--- src/rtl/hazard_ctrl_pkg.sv ---
// Shared types for the pipeline sequencing controller.
// State encoding, control bundle and the load-use rule.
package pipe_ctrl_pkg;

  localparam int REG_ADDR_W = 5;
  localparam logic [REG_ADDR_W-1:0] X0 = 5'd0;

  typedef enum logic [1:0] {
    RUN      = 2'd0,
    MEM_WAIT = 2'd1,
    ERROR    = 2'd2
  } state_t;

  typedef struct packed {
    logic pc_write;
    logic if_id_write;
    logic id_ex_write;
    logic ex_mem_write;
    logic if_id_flush;
    logic id_ex_flush;
    logic mem_wb_bubble;
  } ctrl_t;

  localparam ctrl_t CTRL_OFF = '0;

  localparam ctrl_t CTRL_HOLD = '{
    pc_write:      1'b0,
    if_id_write:   1'b0,
    id_ex_write:   1'b0,
    ex_mem_write:  1'b0,
    if_id_flush:   1'b0,
    id_ex_flush:   1'b0,
    mem_wb_bubble: 1'b1
  };

  localparam ctrl_t CTRL_REDIR = '{
    pc_write:      1'b1,
    if_id_write:   1'b1,
    id_ex_write:   1'b1,
    ex_mem_write:  1'b1,
    if_id_flush:   1'b1,
    id_ex_flush:   1'b1,
    mem_wb_bubble: 1'b0
  };

  localparam ctrl_t CTRL_STALL = '{
    pc_write:      1'b0,
    if_id_write:   1'b0,
    id_ex_write:   1'b1,
    ex_mem_write:  1'b1,
    if_id_flush:   1'b0,
    id_ex_flush:   1'b1,
    mem_wb_bubble: 1'b0
  };

  localparam ctrl_t CTRL_RUN = '{
    pc_write:      1'b1,
    if_id_write:   1'b1,
    id_ex_write:   1'b1,
    ex_mem_write:  1'b1,
    if_id_flush:   1'b0,
    id_ex_flush:   1'b0,
    mem_wb_bubble: 1'b0
  };

  // x0 is hard-wired zero, so a load to it never creates a dependency
  function automatic logic load_use_hit(
    input logic                  mem_read,
    input logic [REG_ADDR_W-1:0] rd,
    input logic [REG_ADDR_W-1:0] rs1,
    input logic [REG_ADDR_W-1:0] rs2,
    input logic                  use1,
    input logic                  use2
  );
    return mem_read && (rd != X0) &&
           ((use1 && (rs1 == rd)) ||
            (use2 && (rs2 == rd)));
  endfunction

endpackage

--- src/rtl/hazard_ctrl_if.sv ---
// Hazard controller bus: ID/EX/MEM status in,
// stage enables, flushes and debug counters out.
interface hazard_ctrl_if
  import pipe_ctrl_pkg::*;
#(
  parameter int CNT_W = 16
);

  logic [REG_ADDR_W-1:0] rs1_id;
  logic [REG_ADDR_W-1:0] rs2_id;
  logic                  use_rs1_id;
  logic                  use_rs2_id;
  logic [REG_ADDR_W-1:0] rd_ex;
  logic                  MemRead_ex;
  logic                  redirect_ex;
  logic                  dmem_req_mem;
  logic                  dmem_ready;

  logic                  pc_write;
  logic                  if_id_write;
  logic                  id_ex_write;
  logic                  ex_mem_write;
  logic                  if_id_flush;
  logic                  id_ex_flush;
  logic                  mem_wb_bubble;
  logic                  mem_timeout;
  logic [CNT_W-1:0]      stall_cnt;
  logic [CNT_W-1:0]      flush_cnt;
  logic [CNT_W-1:0]      memwait_cnt;

  modport master (
    output rs1_id, rs2_id,
    output use_rs1_id, use_rs2_id,
    output rd_ex, MemRead_ex,
    output redirect_ex,
    output dmem_req_mem, dmem_ready,
    input  pc_write, if_id_write,
    input  id_ex_write, ex_mem_write,
    input  if_id_flush, id_ex_flush,
    input  mem_wb_bubble, mem_timeout,
    input  stall_cnt, flush_cnt,
    input  memwait_cnt
  );

  modport slave (
    input  rs1_id, rs2_id,
    input  use_rs1_id, use_rs2_id,
    input  rd_ex, MemRead_ex,
    input  redirect_ex,
    input  dmem_req_mem, dmem_ready,
    output pc_write, if_id_write,
    output id_ex_write, ex_mem_write,
    output if_id_flush, id_ex_flush,
    output mem_wb_bubble, mem_timeout,
    output stall_cnt, flush_cnt,
    output memwait_cnt
  );

endinterface

--- src/rtl/hazard_ctrl_sat_counter.sv ---
// Saturating up-counter for performance events.
// Sticks at all-ones instead of wrapping.
module sat_counter #(
  parameter int W = 16
) (
  input  logic         clk,
  input  logic         rst_n,
  input  logic         inc,
  output logic [W-1:0] count
);

  // count events, holding at the maximum value
  always_ff @(posedge clk or negedge rst_n) begin
    if (!rst_n) begin
      count <= '0;
    end else if (inc && (count != '1)) begin
      count <= count + W'(1);
    end
  end

endmodule

--- src/rtl/hazard_ctrl.sv ---
// Pipeline sequencing: load-use stall, redirect
// flush, data-memory freeze and timeout detection.
module hazard_ctrl
  import pipe_ctrl_pkg::*;
#(
  parameter int MEM_TIMEOUT = 64,
  parameter int WAIT_W      = 8,
  parameter int CNT_W       = 16
) (
  input  logic          clk,
  input  logic          reset_n,
  hazard_ctrl_if.slave  bus
);

  localparam logic [WAIT_W-1:0] LAST =
    WAIT_W'(MEM_TIMEOUT - 1);

  state_t            state;
  state_t            state_nxt;
  logic [WAIT_W-1:0] wait_q;
  logic [WAIT_W-1:0] wait_nxt;
  logic              tmo_q;
  logic              tmo_nxt;

  logic  load_use;
  logic  err;
  logic  freeze;
  logic  sel_rst;
  logic  sel_err;
  logic  sel_frz;
  logic  sel_red;
  logic  sel_lu;
  logic  sel_run;
  ctrl_t ctrl;

  assign load_use = load_use_hit(
    bus.MemRead_ex, bus.rd_ex,
    bus.rs1_id, bus.rs2_id,
    bus.use_rs1_id, bus.use_rs2_id
  );

  assign err    = (state == ERROR);
  assign freeze = !err && bus.dmem_req_mem &&
                  !bus.dmem_ready;

  // one-hot priority selects; exactly one is set
  assign sel_rst = !reset_n;
  assign sel_err = reset_n && err;
  assign sel_frz = reset_n && freeze;
  assign sel_red = reset_n && !err && !freeze &&
                   bus.redirect_ex;
  assign sel_lu  = reset_n && !err && !freeze &&
                   !bus.redirect_ex && load_use;
  assign sel_run = reset_n && !err && !freeze &&
                   !bus.redirect_ex && !load_use;

  // stage controls decoded from the winning cause
  always_comb begin
    ctrl = CTRL_OFF;
    unique case (1'b1)
      sel_rst: ctrl = CTRL_OFF;
      sel_err: ctrl = CTRL_HOLD;
      sel_frz: ctrl = CTRL_HOLD;
      sel_red: ctrl = CTRL_REDIR;
      sel_lu:  ctrl = CTRL_STALL;
      sel_run: ctrl = CTRL_RUN;
      default: ctrl = CTRL_OFF;
    endcase
  end

  assign bus.pc_write      = ctrl.pc_write;
  assign bus.if_id_write   = ctrl.if_id_write;
  assign bus.id_ex_write   = ctrl.id_ex_write;
  assign bus.ex_mem_write  = ctrl.ex_mem_write;
  assign bus.if_id_flush   = ctrl.if_id_flush;
  assign bus.id_ex_flush   = ctrl.id_ex_flush;
  assign bus.mem_wb_bubble = ctrl.mem_wb_bubble;
  assign bus.mem_timeout   = tmo_q;

  // next state: track consecutive freeze cycles
  always_comb begin
    state_nxt = state;
    wait_nxt  = wait_q;
    tmo_nxt   = tmo_q;
    unique case (state)
      RUN: begin
        if (freeze) begin
          state_nxt = MEM_WAIT;
          wait_nxt  = WAIT_W'(1);
        end
      end
      MEM_WAIT: begin
        if (!freeze) begin
          state_nxt = RUN;
          wait_nxt  = '0;
        end else if (wait_q == LAST) begin
          state_nxt = ERROR;
          wait_nxt  = wait_q + WAIT_W'(1);
          tmo_nxt   = 1'b1;
        end else begin
          wait_nxt  = wait_q + WAIT_W'(1);
        end
      end
      ERROR: begin
        state_nxt = ERROR;
      end
      default: begin
        state_nxt = RUN;
        wait_nxt  = '0;
      end
    endcase
  end

  // state, wait counter and sticky timeout flag
  always_ff @(posedge clk or negedge reset_n) begin
    if (!reset_n) begin
      state  <= RUN;
      wait_q <= '0;
      tmo_q  <= 1'b0;
    end else begin
      state  <= state_nxt;
      wait_q <= wait_nxt;
      tmo_q  <= tmo_nxt;
    end
  end

  sat_counter #(.W(CNT_W)) u_stall_cnt (
    .clk   (clk),
    .rst_n (reset_n),
    .inc   (sel_lu),
    .count (bus.stall_cnt)
  );

  sat_counter #(.W(CNT_W)) u_flush_cnt (
    .clk   (clk),
    .rst_n (reset_n),
    .inc   (sel_red),
    .count (bus.flush_cnt)
  );

  sat_counter #(.W(CNT_W)) u_memwait_cnt (
    .clk   (clk),
    .rst_n (reset_n),
    .inc   (sel_frz),
    .count (bus.memwait_cnt)
  );

endmodule

--- src/flat_wrapper.sv ---
// flat-port wrapper written by rule: the top's interface ports become plain ports
module hazard_ctrl_flat import pipe_ctrl_pkg::*;
#(
  parameter int MEM_TIMEOUT = 64,
  parameter int WAIT_W      = 8,
  parameter int CNT_W       = 16
)
  (clk, reset_n, bus_rs1_id, bus_rs2_id, bus_use_rs1_id, bus_use_rs2_id, bus_rd_ex, bus_MemRead_ex, bus_redirect_ex, bus_dmem_req_mem, bus_dmem_ready, bus_pc_write, bus_if_id_write, bus_id_ex_write, bus_ex_mem_write, bus_if_id_flush, bus_id_ex_flush, bus_mem_wb_bubble, bus_mem_timeout, bus_stall_cnt, bus_flush_cnt, bus_memwait_cnt);
  hazard_ctrl_if #(.CNT_W(CNT_W)) bus_i ();
  input  logic clk;
  input  logic reset_n;
  input wire logic [$bits(bus_i.rs1_id)-1:0] bus_rs1_id;
  input wire logic [$bits(bus_i.rs2_id)-1:0] bus_rs2_id;
  input wire logic [$bits(bus_i.use_rs1_id)-1:0] bus_use_rs1_id;
  input wire logic [$bits(bus_i.use_rs2_id)-1:0] bus_use_rs2_id;
  input wire logic [$bits(bus_i.rd_ex)-1:0] bus_rd_ex;
  input wire logic [$bits(bus_i.MemRead_ex)-1:0] bus_MemRead_ex;
  input wire logic [$bits(bus_i.redirect_ex)-1:0] bus_redirect_ex;
  input wire logic [$bits(bus_i.dmem_req_mem)-1:0] bus_dmem_req_mem;
  input wire logic [$bits(bus_i.dmem_ready)-1:0] bus_dmem_ready;
  output wire logic [$bits(bus_i.pc_write)-1:0] bus_pc_write;
  output wire logic [$bits(bus_i.if_id_write)-1:0] bus_if_id_write;
  output wire logic [$bits(bus_i.id_ex_write)-1:0] bus_id_ex_write;
  output wire logic [$bits(bus_i.ex_mem_write)-1:0] bus_ex_mem_write;
  output wire logic [$bits(bus_i.if_id_flush)-1:0] bus_if_id_flush;
  output wire logic [$bits(bus_i.id_ex_flush)-1:0] bus_id_ex_flush;
  output wire logic [$bits(bus_i.mem_wb_bubble)-1:0] bus_mem_wb_bubble;
  output wire logic [$bits(bus_i.mem_timeout)-1:0] bus_mem_timeout;
  output wire logic [$bits(bus_i.stall_cnt)-1:0] bus_stall_cnt;
  output wire logic [$bits(bus_i.flush_cnt)-1:0] bus_flush_cnt;
  output wire logic [$bits(bus_i.memwait_cnt)-1:0] bus_memwait_cnt;
  assign bus_i.rs1_id = bus_rs1_id;
  assign bus_i.rs2_id = bus_rs2_id;
  assign bus_i.use_rs1_id = bus_use_rs1_id;
  assign bus_i.use_rs2_id = bus_use_rs2_id;
  assign bus_i.rd_ex = bus_rd_ex;
  assign bus_i.MemRead_ex = bus_MemRead_ex;
  assign bus_i.redirect_ex = bus_redirect_ex;
  assign bus_i.dmem_req_mem = bus_dmem_req_mem;
  assign bus_i.dmem_ready = bus_dmem_ready;
  assign bus_pc_write = bus_i.pc_write;
  assign bus_if_id_write = bus_i.if_id_write;
  assign bus_id_ex_write = bus_i.id_ex_write;
  assign bus_ex_mem_write = bus_i.ex_mem_write;
  assign bus_if_id_flush = bus_i.if_id_flush;
  assign bus_id_ex_flush = bus_i.id_ex_flush;
  assign bus_mem_wb_bubble = bus_i.mem_wb_bubble;
  assign bus_mem_timeout = bus_i.mem_timeout;
  assign bus_stall_cnt = bus_i.stall_cnt;
  assign bus_flush_cnt = bus_i.flush_cnt;
  assign bus_memwait_cnt = bus_i.memwait_cnt;
  hazard_ctrl #(.MEM_TIMEOUT(MEM_TIMEOUT), .WAIT_W(WAIT_W), .CNT_W(CNT_W)) u_core (.clk(clk), .reset_n(reset_n), .bus(bus_i));
endmodule
--- config.mk ---
export PLATFORM = sky130hd
export DESIGN_NAME = hazard_ctrl_flat
export DESIGN_NICKNAME = d
export VERILOG_FILES = /design/src/rtl/hazard_ctrl_pkg.sv /design/src/rtl/hazard_ctrl_if.sv /design/src/rtl/hazard_ctrl_sat_counter.sv /design/src/rtl/hazard_ctrl.sv /design/src/flat_wrapper.sv
export SDC_FILE = /design/constraint.sdc
export NUM_CORES = 1
export LEC_CHECK = 0
export ABC_AREA = 0
export CAP_MARGIN = 0
export CORE_ASPECT_RATIO = 1.5
export CORE_MARGIN = 5
export CORE_UTILIZATION = 53
export DETAILED_ROUTE_END_ITERATION = 12
export PLACE_DENSITY = 0.88
export REMOVE_ABC_BUFFERS = 1
export SETUP_SLACK_MARGIN = 0.05
export SLEW_MARGIN = 20
export SYNTH_ARGS = -nofsm -noshare
export SYNTH_HDL_FRONTEND = slang
export SYNTH_SLANG_ARGS = --single-unit
--- constraint.sdc ---
create_clock -name clk -period 4.1 [get_ports clk]
set_input_delay 1.025 -clock clk [delete_from_list [all_inputs] [get_ports clk]]
set_output_delay 1.025 -clock clk [all_outputs]
set_load 0.1 [all_outputs]
* Yosys cells after proc, flatten, opt, wreduce, memory -nomap -nowiden *
Cells that the tools add are included.

cells by class
  muxes and demuxes = 8
  reductions and logical operators = 29
  $add $sub $neg = 4
  equal/unequal tests = 10
  bitwise gates (word level) = 1

operator list
  kind                                                                      number
  16-bit by 1-bit adder with 16-bit output (second input constant)          3
  16-bit inequality test (second input constant)                            3
  7-bit one-hot mux with 4 select lines                                     1
  8-bit one-hot mux with 3 select lines                                     1
  1-bit logical AND                                                         17
  8-bit two-way mux                                                         2
  5-bit equality test                                                       2
  8-bit by 1-bit adder with 8-bit output (second input constant)            1
  8-bit by 6-bit equality test with 1-bit output (second input constant)    1
  2-bit two-way mux                                                         3
  2-bit one-hot mux with 3 select lines                                     1
  1-bit zero test                                                           5
  5-bit nonzero test                                                        1
  2-bit AND reduction                                                       2
  3-bit inequality test (second input constant)                             1
  3-bit AND reduction                                                       1
  2-bit by 1-bit equality test with 1-bit output (second input constant)    1
  2-bit equality test (second input constant)                               1
  2-bit zero test                                                           1
  2-bit by 1-bit inequality test with 1-bit output (second input constant)  1
  2-bit OR reduction                                                        1
  1-bit logical OR                                                          1
  1-bit inverter                                                            1

storage, ports and cells
  flip-flop bits (word level) = 59
  input bits = 23
  logic and storage cells = 58

* Longest topological paths before layout *
Gate-level depths: netlist of the first run.

  depth after elaboration = 9
  gate-level depth with buffers = 6
  mapped depth without buffers = 6

* Hierarchy *
Synthesis of the first run repeated with hierarchy kept, for this count alone.

unflattened totals
  cell total of the unflattened synthesis = 299
  area total of the unflattened synthesis = 3334.4 um2

modules (own cells, without submodules)
  module       sequential area each (um2)  instances  cells each  area each (um2)
  sat_counter  400.4                       3          72          859.6
  hazard_ctrl  275.3                       1          83          755.7

* Worst setup path before layout of the first run *
Ideal clock, no wire load.

  path type = input to output
  from = in bus_rd_ex[0]
  to = out bus_pc_write
  path buffers = 1
  setup slack = -777 ps
  stages = 5
  data arrival time = 3852 ps
  data required time = 3075 ps
  cells stage by stage = or4_4 > o21ai_4 > inv_1 > a21oi_1 > buf_4

between the ends
  word-level cells in the longest chain between the ends = 7
  elaborated cells on any way between the ends = 12

ends and longest elaborated chain
  element                                  line                                          text
  start: declaration                       flat_wrapper.sv:16                            input wire logic [$bits(bus_i.rd_ex)-1:0] bus_rd_ex;
  5-bit equality test (on tied branches)   hazard_ctrl_pkg.sv:76, hazard_ctrl_pkg.sv:77
  1-bit logical AND (on tied branches)     hazard_ctrl_pkg.sv:76, hazard_ctrl_pkg.sv:77
  1-bit logical OR                         hazard_ctrl_pkg.sv:76                         ((use1 && (rs1 == rd)) ||
  1-bit logical AND *                      hazard_ctrl_pkg.sv:75                         return mem_read && (rd != X0) &&
  1-bit zero test                          hazard_ctrl.sv:55                             !bus.redirect_ex && !load_use;
  1-bit logical AND                        hazard_ctrl.sv:55
  7-bit one-hot mux with 4 select lines *  hazard_ctrl.sv:60                             unique case (1'b1)
  end: declaration                         flat_wrapper.sv:21                            output wire logic [$bits(bus_i.pc_write)-1:0] bus_pc_write;

Mark *: on every way between the ends. The rest lies on a longest branch, timed or not.

* Worst setup path in the final report of the first run *
Same ends and word-level chain as after synthesis.

==> impl_metrics.env, run 1 <==
export IMPL_clkTransAtPathRegs_ps=70
export IMPL_p_leak_nw=1.80
export IMPL_reg2regPathDepth=7
export IMPL_fmax_mhz=257
export IMPL_layout_commonest_cell="clkdlybuf4s50_1"
export IMPL_drc_errors=0
export IMPL_first_global_vias=2823
export IMPL_nNetsFinal=406
export IMPL_status="completed"
export IMPL_synth_area_per_cell_um2=10.8
export IMPL_mappedNetlistArea_um2=3140
export IMPL_cts_sinks=59
export IMPL_cts_resized=0
export IMPL_crit_type="in2out"
export IMPL_cts_tree="done"
export IMPL_synth_seq_area_share_pct=47.1
export IMPL_ir_drop_mv=0.449
export IMPL_wl_per_cell_um=17.1
export IMPL_drive_above_1_share_pct=12.2
export IMPL_tns_ps=0
export IMPL_period_share_pct=94.8
export IMPL_end_kind="output port"
export IMPL_io_pins=79
export IMPL_clock_root_buffer="clkbuf_8"
export IMPL_hold_viol_final=0
export IMPL_path_max_fanout=4
export IMPL_die_h_um=104
export IMPL_grt_use_total_pct=21.6
export IMPL_numPortBuffers=78
export IMPL_grt_max_degree=38
export IMPL_final_cell_area_um2=4270
export IMPL_synth_edf_count=0
export IMPL_critPathLaunchType="input pin"
export IMPL_rows=34
export IMPL_holdWs_ps=491
export IMPL_fin_worst_skew_ps=12.4
export IMPL_crit_arrival_ps=2860
export IMPL_cts_setup_buffers=0
export IMPL_power_mw=1.84
export IMPL_gr_total_overflow=0
export IMPL_dieArea_um2=7590
export IMPL_async_flop_share_pct=100
export IMPL_wl_um=7790
export IMPL_clock_path_buffers=2
export IMPL_synth_top_flop_cell="dfrtp_1"
export IMPL_setup_violations=0
export IMPL_die_w_um=72.8
export IMPL_detail_route_iter0_violations=145
export IMPL_power_density_nw_per_um2=430
export IMPL_grt_pass1_wl_um=13100
export IMPL_antenna_found_initial=0
export IMPL_synth_ff_latch_count=59
export IMPL_area_delta_synth_final_pct=36.3
export IMPL_ys_types=47
export IMPL_final_cell_mix="clkdlybuf4s50_1 (70), dfrtp_1 (59), xnor2_1 (45)"
export IMPL_netlist_instances=290
export IMPL_ant_nets=0
export IMPL_yosysWarnings=0
export IMPL_ctsHtreeMaxLevel=3
export IMPL_hold_class="reg2reg"
export IMPL_hold_depth=1
export IMPL_dpl_cell_area_um2=4080
export IMPL_postCtsHoldBufs=0
export IMPL_rsz0062_at_grt="false"
export IMPL_clkLatencyLatePin_ps=330
export IMPL_antennaDiodeCount=0
export IMPL_gp_congestion=0.785
export IMPL_vias_per_cell=5.67
export IMPL_vias=2586
export IMPL_dp_hpwl_um=6060
export IMPL_slew_violations=0
export IMPL_worstMarginPinSlew_ps=999
export IMPL_max_cap_violations=0
export IMPL_drtPass1Iterations=5
export IMPL_cts_buffers=9
export IMPL_relSlewSlack_pct=33.2
export IMPL_initial_core_util_pct=54.2
export IMPL_required_ps=3070
export IMPL_core_um2=5790
export IMPL_layout_min_cycle_time_ps=3890
Yosys cell counts (2+ instances only):
cell type	count	share of area (%)
o21ai_0	2	0.32
xor2_1	13	3.6
inv_1	5	0.60
dfrtp_1	59	47
and4_1	6	1.7
nand2b_1	3	0.60
and2_1	2	0.40
nor3_1	2	0.32
a21oi_1	7	1.1
nand4_1	13	2.6
nor3_2	2	0.64
nor2_1	10	1.2
and3_1	15	3.0
mux2_1	3	1.1
nand3_2	2	0.64
buf_4	3	0.72
xnor2_1	45	13
ha_1	4	1.6
nand3_1	36	5.7
and4bb_1	2	0.80
o21a_1	2	0.48
o22ai_1	5	1.0
nand2_1	24	2.9
clkbuf_1	2	0.24
stage by stage:
step / cells / util (%) / worst slack [ps]
after floorplan: 285 / - / -1630
after global placement: 440 / 70.5 / 259
after detailed placement: 440 / 70.5 / 208
after CTS: 456 / 73.9 / 206
after global routing: 456 / 73.9 / 128
final: 456 / 73.9 / 211
state kept, by name, summed over array words and instances (netlist names):
signal	flops
u_core.u_stall_cnt.count	16
u_core.wait_q	8
u_core.state	2
u_core.u_memwait_cnt.count	16
u_core.u_flush_cnt.count	16
u_core.bus.mem_timeout	1
power breakdown:
group | internal, mW | switching (mW) | total [mW]
Sequential | 0.629 | 0.0643 | 0.693
Clock | 0.294 | 0.227 | 0.521
Combinational | 0.165 | 0.458 | 0.623
per-layer routing:
layer  track usage, %  wire length [µm]  share of wire (%)
met5                0                 0                  0
met4             7.65               148                1.9
met3             4.16               382                4.9
met2             39.8              4330                 56
met1             23.7              2930                 38
worst paths after layout:
path                                             start  slack, ps                      endpoint
max                                       bus_rd_ex[0]        210                  bus_pc_write
min in group asynchronous                      reset_n        760   u_core.u_stall_cnt.count[0]
min reg2reg                u_core.u_stall_cnt.count[7]        490   u_core.u_stall_cnt.count[7]
min                        u_core.u_stall_cnt.count[7]        490   u_core.u_stall_cnt.count[7]
max reg2reg                            u_core.state[0]       2000  u_core.u_stall_cnt.count[14]
max in group asynchronous                      reset_n       2930  u_core.u_flush_cnt.count[12]
worst max-delay path: stages:
cell	delay, ps
clkdlybuf4s50_1	490
or4_4	600
o21ai_4	220
inv_1	60
a21oi_1	140
buf_4	160
buf_12	170
final cells by class:
class / instances / area, µm²
multi-input combinational: 221 / 1610
fill: 418 / 1510
sequential: 59 / 1480
timing repair buffer: 83 / 883
clock buffer: 11 / 141
tap: 72 / 90.1
clock inverter: 5 / 52.6
inverter: 5 / 18.8
logic make-up (layout without fill, tap and decap cells):
logic type | after synthesis | count (layout) | synth area share [%]
and+or+nand+nor | 131 | 131 | 25.5
DFF | 59 | 59 | 47.1
xor gates and xnor gates | 58 | 58 | 16.2
AOI/OAI and AO/OA | 24 | 24 | 6.62
buffers and inverters | 10 | 104 | 1.56
adders and majority gates | 4 | 4 | 1.60
muxes | 4 | 4 | 1.40
(Power assumes the default switching activity.)
==> inputs of run 2 (changes only) <==
Settings changed: RECOVER_POWER set to 100.
==> impl_metrics.env, run 2 (same netlist as run 1, synthesis figures left out) <==
export IMPL_status="completed"
export IMPL_postCtsHoldBufs=0
export IMPL_path_max_fanout=4
export IMPL_drive_above_1_share_pct=8.33
export IMPL_max_cap_violations=0
export IMPL_first_global_vias=2823
export IMPL_fmax_mhz=256
export IMPL_area_delta_synth_final_pct=31.3
export IMPL_final_cell_area_um2=4120
export IMPL_relSlewSlack_pct=10.5
export IMPL_wl_per_cell_um=17.2
export IMPL_period_share_pct=95.4
export IMPL_p_leak_nw=1.93
export IMPL_rows=34
export IMPL_grt_use_total_pct=21.6
export IMPL_dpl_cell_area_um2=4080
export IMPL_layout_min_cycle_time_ps=3910
export IMPL_clock_power_share_pct=28.8
export IMPL_fin_worst_skew_ps=12.8
export IMPL_hold_viol_final=0
export IMPL_power_density_nw_per_um2=438
export IMPL_crit_arrival_ps=2890
export IMPL_detail_route_iter0_violations=175
export IMPL_clkLatencyLatePin_ps=330
export IMPL_grt_pass1_wl_um=13100
export IMPL_cts_tree="done"
export IMPL_dieArea_um2=7590
export IMPL_p_int_mw=1.06
export IMPL_timing_rr_end="u_core.u_flush_cnt.count[13]"
export IMPL_gr_total_overflow=0
export IMPL_required_ps=3070
export IMPL_wl_um=7860
export IMPL_p_comb_share_pct=32.9
export IMPL_drtPass1Iterations=5
export IMPL_utilization_pct=71.2
export IMPL_cts_buffers=9
export IMPL_slew_violations=0
export IMPL_die_h_um=104
export IMPL_grt_max_degree=38
export IMPL_switchingPower_mw=0.743
export IMPL_io_pins=79
export IMPL_ctsHtreeMaxLevel=3
export IMPL_setup_violations=0
export IMPL_numPortBuffers=78
export IMPL_end_kind="output port"
export IMPL_gp_congestion=0.785
export IMPL_cts_setup_buffers=0
export IMPL_cts_sinks=59
export IMPL_antennaDiodeCount=0
export IMPL_p_seq_share_pct=38.3
export IMPL_clkTransAtPathRegs_ps=70
export IMPL_clock_root_buffer="clkbuf_8"
export IMPL_vias_per_cell=5.66
export IMPL_antenna_found_initial=0
export IMPL_die_w_um=72.8
export IMPL_ir_drop_mv=0.435
export IMPL_worstMarginPinSlew_ps=1340
export IMPL_min_to="u_core.u_stall_cnt.count[7]"
export IMPL_ant_nets=0
export IMPL_reg2regPathDepth=5
export IMPL_rsz0062_at_grt="false"
export IMPL_r2r_start="u_core.state[0]"
export IMPL_layout_commonest_cell="dfrtp_1"
export IMPL_nNetsFinal=406
export IMPL_clock_path_buffers=2
export IMPL_worstHoldStart="u_core.u_stall_cnt.count[7]"
export IMPL_dp_hpwl_um=6060
export IMPL_hold_class="reg2reg"
export IMPL_hold_depth=1
export IMPL_reg_top3="u_core.u_flush_cnt.count (16), u_core.u_memwait_cnt.count (16), u_core.u_stall_cnt.count (16)"
export IMPL_initial_core_util_pct=54.2
export IMPL_core_um2=5790
export IMPL_vias=2580
export IMPL_crit_type="in2out"
export IMPL_rrSetupSlack_ps=1400
export IMPL_drc_errors=0
export IMPL_critPathLaunchType="input pin"
export IMPL_switching_share_pct=41.2
export IMPL_cts_resized=0
export IMPL_final_cell_mix="dfrtp_1 (59), dlygate4sd3_1 (50), xnor2_1 (45)"
[run 2: worst max path at each step]
stage / start / endpoint / slack [ps] / cells past startpoint
final: bus_rd_ex[0] / bus_pc_write / 190 / 7
after floorplan: bus_rd_ex[0] / bus_if_id_write / -1630 / 4
after detailed placement: bus_rd_ex[0] / bus_pc_write / 210 / 7
after global routing: bus_rd_ex[0] / bus_pc_write / 100 / 7
after CTS: bus_rd_ex[0] / bus_pc_write / 210 / 7
after global placement: bus_rd_ex[0] / bus_if_id_write / 260 / 7
[run 2: cell type report]
cell class | count | area [µm²]
fill | 449 | 1670
clock buffer | 11 | 141
tap | 72 | 90.1
sequential | 59 | 1480
clock inverter | 5 | 52.6
multi-input combinational | 221 | 1520
timing repair buffer | 83 | 822
inverter | 5 | 18.8
[run 2: layer usage]
metal | share of wire (%) | vias up | routed length [µm] | track usage (%)
met1 | 38 | 1257 | 3000 | 23.7
met5 | 0 | - | 0 | 0
met2 | 55 | 96 | 4360 | 39.8
li1 | - | 1215 | - | -
met3 | 5.0 | 12 | 391 | 4.16
met4 | 1.4 | 0 | 112 | 7.65
[run 2: worst max-delay path, cell delays in order]
cell and delay (ps):
clkdlybuf4s50_1 490, or4_4 580, o21ai_2 250, inv_1 70, a21oi_1 140, buf_4 160
buf_12 170
[run 2: power by group through the flow]
stage          clock (mW)  combinational (mW)  sequential [mW]
3_5_place_dp            0               0.626            0.703
3_3_place_gp            0               0.617            0.699
5_1_grt             0.559               0.617            0.700
4_1_cts             0.529               0.628            0.693
6_report            0.519               0.594            0.691
2_1_floorplan           0               0.129             1.01
[run 2: per-stage QoR]
| stage | setup slack, ps | total power [mW] | std cells | setup TNS, ps | hold WS, ps |
|---|---|---|---|---|---|
| after global placement | 259 | 1.32 | 440 | 0 | 450 |
| after detailed placement | 208 | 1.33 | 440 | 0 | 482 |
| after floorplan | -1630 | 1.14 | 285 | -3640 | 472 |
| after global routing | 96.1 | 1.88 | 456 | 0 | 510 |
| after CTS | 206 | 1.85 | 456 | 0 | 491 |
| final | 189 | 1.80 | 456 | 0 | 486 |
==> inputs of run 3 (changes only) <==
Settings changed: CORE_MARGIN 5 to not set, SKIP_LAST_GASP set to 1.
==> impl_metrics.env, run 3 (same netlist as run 1, synthesis figures left out) <==
export IMPL_violations="capacitance limit, slew limit"
export IMPL_crit_buf_inv=4
export IMPL_fin_worst_skew_ps=4.86
export IMPL_slowest_stage="or4_4"
export IMPL_gp_congestion=0.866
export IMPL_postCtsHoldBufs=0
export IMPL_vias_per_cell=5.66
export IMPL_ir_drop_mv=0.376
export IMPL_power_density_nw_per_um2=430
export IMPL_clkLatencyLatePin_ps=330
export IMPL_fmax_mhz=255
export IMPL_cts_sinks=59
export IMPL_cts_tree="done"
export IMPL_antennaDiodeCount=0
export IMPL_numPortBuffers=78
export IMPL_ctsHtreeMaxLevel=3
export IMPL_final_cell_mix="dfrtp_1 (59), dlygate4sd3_1 (51), xnor2_1 (45)"
export IMPL_worstMarginPinSlew_ps=1910
export IMPL_grt_pass1_wl_um=11600
export IMPL_rsz0062_at_grt="false"
export IMPL_dp_cells=439
export IMPL_r2r_start="u_core.state[0]"
export IMPL_reg_top3="u_core.u_flush_cnt.count (16), u_core.u_memwait_cnt.count (16), u_core.u_stall_cnt.count (16)"
export IMPL_relSlewSlack_pct=-27.7
export IMPL_crit_arrival_ps=2890
export IMPL_wl_um=7220
export IMPL_die_w_um=64.8
export IMPL_end_kind="output port"
export IMPL_crit_type="in2out"
export IMPL_path_delay_family="buffers and inverters"
export IMPL_final_cells=454
export IMPL_clock_path_buffers=2
export IMPL_core_um2=5740
export IMPL_p_leak_nw=1.92
export IMPL_path_max_fanout=4
export IMPL_fillers=430
export IMPL_ant_nets=0
export IMPL_cts_resized=0
export IMPL_rows=34
export IMPL_period_share_pct=95.5
export IMPL_clock_root_buffer="clkbuf_8"
export IMPL_slew_violations=38
export IMPL_worstHoldStart="u_core.bus.mem_timeout"
export IMPL_cp_startpoint="bus_rd_ex[0]"
export IMPL_drive_above_1_share_pct=7.85
export IMPL_die_h_um=96.2
export IMPL_drtPass1Iterations=4
export IMPL_initial_core_util_pct=54.6
export IMPL_critPathLaunchType="input pin"
export IMPL_hold_viol_final=0
export IMPL_cts_buffers=9
export IMPL_antenna_found_initial=0
export IMPL_area_delta_synth_final_pct=30.2
export IMPL_cts_setup_buffers=0
export IMPL_drc_errors=0
export IMPL_detail_route_iter0_violations=95
export IMPL_gr_total_overflow=0
export IMPL_hold_class="reg2reg"
export IMPL_nNetsFinal=405
export IMPL_vias=2571
export IMPL_grt_use_total_pct=24.7
export IMPL_slowest_delay_ps=580
export IMPL_io_pins=79
export IMPL_max_cap_violations=1
export IMPL_setup_violations=0
export IMPL_tns_ps=0
export IMPL_layout_min_cycle_time_ps=3910
export IMPL_layout_commonest_cell="dfrtp_1"
export IMPL_wl_per_cell_um=15.9
export IMPL_first_global_vias=2536
export IMPL_clkTransAtPathRegs_ps=60
export IMPL_grt_max_degree=38
export IMPL_dp_hpwl_um=5340
export IMPL_status="finished, violations left"
export IMPL_crit_chain="clkdlybuf4s50_1 > or4_4 > o21ai_2 > inv_1 > a21oi_1 > buf_4 > buf_12"
export IMPL_required_ps=3070
export IMPL_dieArea_um2=6230
run 3: per-stage QoR:
step                cell area, µm²  hold slack (ps)  worst slack, ps  util (%)  power, mW
floorplan                     3110              472            -1630         -       1.14
global placement              4070              450              278      70.9       1.31
detailed placement            4070              480              243      70.9       1.32
CTS                           4250              494              235      74.0       1.80
global route                  4080              512              132      71.1       1.83
finish                        4080              484              185      71.1       1.75
run 3: layout make-up:
type	instances	area, µm²	share of cell area, %
Multi-Input combinational cell	221	1520	37.1
Inverter	5	18.8	0.460
Timing Repair Buffer	82	802	19.6
Sequential cell	59	1480	36.2
Clock inverter	2	10.0	0.245
Clock buffer	13	169	4.14
Tap cell	72	90.1	2.21
run 3: metal layers:
metal	share of wire (%)	vias to the layer above	wire length, µm	GRT usage [%]
met1	39	1254	2800	26.3
met4	1.8	0	129	10.6
met3	5.6	12	403	6.40
li1	-	1219	-	-
met2	54	86	3890	45.4
met5	0	-	0	0
run 3: final timing paths:
kind	endpoint	slack, ps	cells past startpoint
max in group asynchronous	u_core.u_memwait_cnt.count[8]	1450	2
setup / recovery	bus_if_id_write	190	7
min in group asynchronous	u_core.u_stall_cnt.count[2]	560	1
setup reg to reg	u_core.u_flush_cnt.count[15]	1460	5
hold / removal	u_core.bus.mem_timeout	480	1
hold reg to reg	u_core.bus.mem_timeout	480	1
run 3: where the power goes:
| part | internal [mW] | switching [mW] |
|---|---|---|
| clock network | 0.263 | 0.213 |
| registers | 0.629 | 0.0616 |
| logic | 0.137 | 0.451 |
